--- src/rtl/core_types_pkg.sv ---
// Shared core types for the fetch predictor complex.
// Return-stack sizing, plus the checkpoint record that decode/BRU keep per branch.
package core_types_pkg;

  localparam int RAS_ENTRIES      = 8;
  localparam int LOG_RAS_ENTRIES  = $clog2(RAS_ENTRIES);
  localparam int RAS_TARGET_WIDTH = 31;

  localparam logic [LOG_RAS_ENTRIES:0] RAS_MAX_COUNT  = (LOG_RAS_ENTRIES+1)'(RAS_ENTRIES);
  localparam logic [LOG_RAS_ENTRIES:0] RAS_ZERO_COUNT = (LOG_RAS_ENTRIES+1)'(0);

  typedef struct packed {
    logic [LOG_RAS_ENTRIES-1:0] index;
    logic [LOG_RAS_ENTRIES:0]   count;
  } ras_checkpoint_t;

  // A restored count can never describe more live entries than the stack holds.
  function automatic logic [LOG_RAS_ENTRIES:0] ras_clamp_count(input logic [LOG_RAS_ENTRIES:0] count);
    if (count > RAS_MAX_COUNT) begin
      return RAS_MAX_COUNT;
    end else begin
      return count;
    end
  endfunction

endpackage

--- src/rtl/ras.sv ---
// Return address stack: circular flop array with a top pointer and live-entry count.
// Outputs show pre-operation state so they double as the fetch-time checkpoint.
module ras
  import core_types_pkg::*;
(
  input  logic                        CLK,
  input  logic                        RST,
  input  logic                        ras_valid_i,
  input  logic                        ras_push_i,
  input  logic                        ras_pop_i,
  input  logic [RAS_TARGET_WIDTH-1:0] ras_push_target_i,
  output logic [RAS_TARGET_WIDTH-1:0] ras_ret_target_o,
  output logic [LOG_RAS_ENTRIES-1:0]  ras_index_o,
  output logic [LOG_RAS_ENTRIES:0]    ras_count_o,
  output logic                        ras_empty_o,
  input  logic                        update_valid_i,
  input  logic [LOG_RAS_ENTRIES-1:0]  update_ras_index_i,
  input  logic [LOG_RAS_ENTRIES:0]    update_ras_count_i
);

  localparam logic [LOG_RAS_ENTRIES-1:0] PTR_ONE   = LOG_RAS_ENTRIES'(1);
  localparam logic [LOG_RAS_ENTRIES:0]   COUNT_ONE = (LOG_RAS_ENTRIES+1)'(1);

  logic [RAS_TARGET_WIDTH-1:0] stack_r [RAS_ENTRIES];
  ras_checkpoint_t             cp_r;
  ras_checkpoint_t             cp_nxt_s;
  logic                        wr_en_s;
  logic [LOG_RAS_ENTRIES-1:0]  wr_idx_s;

  // Next pointer/count and stack write select; a restore drops any same-cycle fetch op.
  always_comb begin
    cp_nxt_s = cp_r;
    wr_en_s  = 1'b0;
    wr_idx_s = cp_r.index;
    if (update_valid_i) begin
      cp_nxt_s.index = update_ras_index_i;
      cp_nxt_s.count = ras_clamp_count(update_ras_count_i);
    end else if (ras_valid_i) begin
      case ({ras_push_i, ras_pop_i})
        2'b10: begin
          cp_nxt_s.index = cp_r.index + PTR_ONE;
          wr_en_s        = 1'b1;
          wr_idx_s       = cp_r.index + PTR_ONE;
          if (cp_r.count != RAS_MAX_COUNT) begin
            cp_nxt_s.count = cp_r.count + COUNT_ONE;
          end else begin
            cp_nxt_s.count = cp_r.count;
          end
        end
        2'b01: begin
          cp_nxt_s.index = cp_r.index - PTR_ONE;
          if (cp_r.count != RAS_ZERO_COUNT) begin
            cp_nxt_s.count = cp_r.count - COUNT_ONE;
          end else begin
            cp_nxt_s.count = cp_r.count;
          end
        end
        2'b11: begin
          wr_en_s = 1'b1;
        end
        default: begin
          wr_en_s = 1'b0;
        end
      endcase
    end else begin
      cp_nxt_s = cp_r;
    end
  end

  // Pointer and count state.
  always_ff @(posedge CLK or posedge RST) begin
    if (RST) begin
      cp_r <= '{index: '0, count: '0};
    end else begin
      cp_r <= cp_nxt_s;
    end
  end

  // Stack storage; a full-stack push naturally lands on the oldest slot.
  always_ff @(posedge CLK or posedge RST) begin
    if (RST) begin
      for (int i = 0; i < RAS_ENTRIES; i++) begin
        stack_r[i] <= '0;
      end
    end else if (wr_en_s) begin
      stack_r[wr_idx_s] <= ras_push_target_i;
    end
  end

  assign ras_ret_target_o = stack_r[cp_r.index];
  assign ras_index_o      = cp_r.index;
  assign ras_count_o      = cp_r.count;
  assign ras_empty_o      = (cp_r.count == RAS_ZERO_COUNT);

endmodule

--- config.mk ---
export PLATFORM = sky130hd
export DESIGN_NAME = ras
export DESIGN_NICKNAME = d
export VERILOG_FILES = /design/src/rtl/core_types_pkg.sv /design/src/rtl/ras.sv
export SDC_FILE = /design/constraint.sdc
export NUM_CORES = 1
export LEC_CHECK = 0
export ABC_AREA = 1
export ABC_CLOCK_PERIOD_IN_PS = 14630
export BUFFER_PORTS_ARGS = -buffer_cell sky130_fd_sc_hd__buf_4
export CAP_MARGIN = 0
export CORE_ASPECT_RATIO = 1.4
export CORE_UTILIZATION = 55
export CTS_CLUSTER_SIZE = 20
export DETAILED_ROUTE_END_ITERATION = 10
export GPL_TIMING_DRIVEN = 0
export HOLD_SLACK_MARGIN = 0.1
export PLACE_DENSITY_LB_ADDON = 0.08
export REMOVE_ABC_BUFFERS = 1
export SLEW_MARGIN = 10
export SYNTH_ARGS = -nofsm -noshare
export SYNTH_HDL_FRONTEND = slang
export SYNTH_SLANG_ARGS = --single-unit
--- constraint.sdc ---
create_clock -name CLK -period 14.63 [get_ports CLK]
set_input_delay 2.926 -clock CLK [delete_from_list [all_inputs] [get_ports CLK]]
set_output_delay 2.926 -clock CLK [all_outputs]
set_load 0.02 [all_outputs]
==> key figures <==
Synth
  • Post-synthesis sequential area ratio: around half
  • Largest family of logic cells by synthesized area: simple AND/OR/NAND/NOR gates
  • Dominant cell type by area after synthesis: dfrtp_1
  • Post-Syn Instances: around 1700
  • Yosys top cell area share: between 50 and 60%
  • EDFF count, synth: 0
  • Count leader, synth: nand2_1
  • Average footprint of a synthesized cell: 7.43 µm²
  • Post-synthesis compound-gate area fraction: roughly 8.6%
  • Synth Cell Area: 12500 µm²
  • XOR/XNOR Fraction of Synth Area: less than 1%
  • FF+latch count, synth: between 200 and 300
  • Ranking of synthesized cells by area: dfrtp_1, nand2_1, nand3_1
  • Dominant synthesized flop cell: dfrtp_1
  • Post-synthesis mux area share: 0%
  • Fraction of registers with async set/reset: 100%
  • Synth cell count leaders: nand2_1, dfrtp_1, nand3_1, nor2_1, o21ai_0
  • Adder-Cell Fraction of Synth Area: less than 1%
  • Synthesis Warnings: 0
  • Distinct cell type count after synthesis: 26
  • Simple-Gate Fraction of Synth Area: about a third

Setup path
  • Data arrival time of the critical path: about 3.2 ns
  • Crit path launch type: register
  • Crit Path Max Fanout: 67
  • Setup crit start: ras_index_o[1]$_DFFE_PP0P_
  • CP endpoint kind: output port
  • CP Data Required Time: 11.70 ns
  • Setup Crit Path Kind: reg2out
  • FF-to-FF Start: ras_index_o[0]$_DFFE_PP0P_

Global routing
  • Initial antenna violation count: 0
  • Global Route met1 Usage: a little over two fifths
  • First-pass GRT wire length: just under 60000 µm
  • Vias in the first global route: roughly 11000
  • GRT Total Usage: between 30% and 40%
  • Met3 Track Usage GR: 4.75%
  • Global route hottest layer: met2
  • Gr ovfl total: 0
  • Largest net degree at the start of global routing: between 100 and 150
  • Met2 Use GR: 52.8%

Detailed routing
  • Avg WL per Cell: 18.3 µm
  • Drt drc: 0
  • First DRT Iteration DRCs: between 1000 and 1500
  • ANT nets after route: 0
  • WL final: 36400 µm
  • DR vias/cell: approximately 5.7
  • Via count: 11400
  • First drt pass iteration count: 8

Clocking
  • Clock buffer depth: 3
  • CTS tree: yes
  • CTS clock-pin slew for the worst setup and hold paths: 0.06 ns
  • H-Tree Depth: 1
  • Post_cts resized: 0
  • Hold-fix buffers, CTS: 0
  • CTS Sinks: 255
  • Clk Latency, worst-skew pair: 0.53 ns
  • Post-CTS Setup Inserts: 0
  • Num CTS Buffers: 26
  • Root buf cell: clkbuf_16

Final layout
  • Final net count: between 1500 and 2000
  • ANT cells: 0
  • Multi-input gate area: 5450 µm²
  • Layout cells sized above 1: about a tenth
  • Filler cell count in the final layout: slightly below 2000
  • Area Growth Syn to Fin: 14.8%
  • Reg area: approximately 6400 µm²

STA
  • Final Critical Period: between 6 and 7 ns
  • Clock Skew: between 0.01 and 0.015 ns
  • Finish-stage setup viols: 0
  • Final Max Slew Viols: 0
  • Setup TNS: 0 ns
  • Worst slew pin tran: between 0.9 and 1 ns
  • Final period util: roughly two fifths
  • Max-slew headroom: between 30% and 40%
  • Setup WS post-layout: between 8 and 9 ns
  • Fin. Hold Viols: 0
  • RSZ-0062 raised after global routing: false
  • Min Hold Slack: between 0.4 and 0.5 ns
  • FMAX: between 150 and 200 MHz

Placement
  • Final Wtd Congestion: 0.791
  • # port buffers: 82
  • DP HPWL: about 20000 µm
  • Worst slack, placed: 8.52 ns

Floorplan
  • Rows: between 60 and 70
  • Die area: between 20000 and 25000 µm²
  • Top-level port count: between 80 and 90
  • Die height: around 180 µm
  • Initial Util: a little under three fifths
  • Core area: roughly 22000 µm²
  • Chip Width: 129 µm

Power and ir drop
  • PwrDens: roughly 170 nW/µm²
  • Tot Pwr: 2.42 mW
  • Leakage: 7.58 nW
  • Maximum vdd ir drop: just over 0.1 mV

Status
  • Outcome: completed

Min path
  • Worst Hold Class: reg2reg
  • HP Start: stack_r[172]$_DFFE_PP0P_

Flow run
  • MaxCap Viol Count: 0
metrics by stage:
step / std cells / instance area [µm²] / util (%)
after floorplan: 1539 / 11800 / -
after global placement: 1918 / 12800 / 58.1
after detailed placement: 1942 / 13500 / 61.1
after CTS: 1988 / 14400 / 64.9
after global routing: 1988 / 14400 / 64.9
final: 1988 / 14400 / 64.9
report_power, final:
part,leakage [nW],total (mW),internal (mW),switching (mW)
combinational,3.86,0.642,0.248,0.395
clock,0.422,0.671,0.393,0.278
sequential,3.30,1.11,0.954,0.151
total,7.58,2.42,1.60,0.823
worst paths after layout:
kind | to | slack, ns | cells after the start
max | ras_ret_target_o[4] | 8.50 | 7
min | stack_r[172]$_DFFE_PP0P_ | 0.46 | 2
max reg2reg | stack_r[176]$_DFFE_PP0P_ | 9.91 | 12
min reg2reg | stack_r[172]$_DFFE_PP0P_ | 0.46 | 2
max in group asynchronous | ras_index_o[1]$_DFFE_PP0P_ | 11.15 | 3
min in group asynchronous | stack_r[134]$_DFFE_PP0P_ | 2.50 | 2
kinds of logic (layout without fill, tap and decap cells):
family | after synthesis | after routing
AOI/OAI and AO/OA | 198 | 198
adders and majority gates | 3 | 3
DFF | 255 | 255
xor gates and xnor gates | 3 | 3
buffers and inverters | 162 | 171
and+or+nand+nor | 1061 | 1061
cells in the final DEF, fill, tap and decap left out, drive strengths merged:
master,count
nand2,746
dfrtp,255
nand3,168
nor2,144
o21ai,131
buf,106
o22ai,62
clkbuf,38
inv,19
clkinv,6
a21oi,4
ha,3
xor2,2
bufinv,2
xnor2,1
nand3b,1
nand4,1
or2,1
a22oi,1
registers in the layout, summed over array words and instances (netlist names):
name / count
ras_index_o: 3
stack_r: 248
ras_count_o: 4
routing by layer:
layer  share of wire, %  wire (µm)
met2                 49      17800
met1                 41      14900
met5                  0          0
met3                7.9       2900
met4                2.4        889
layout make-up:
class | instances | share of cell area, %
clock buffer | 38 | 5.28
tap | 297 | 2.59
inverter | 19 | 0.593
clock inverter | 8 | 0.654
multi-input combinational | 1265 | 38.0
timing repair buffer | 106 | 8.37
sequential | 255 | 44.5
critical path: stages, from the launching register on:
cell and delay, ns:
dfrtp_4 1.00, clkinv_2 0.68, buf_12 0.40, o21ai_0 0.10, o22ai_1 0.10, nand2_1 0.06
nand2_1 0.12, buf_4 0.18
(Power assumes the default switching activity.)
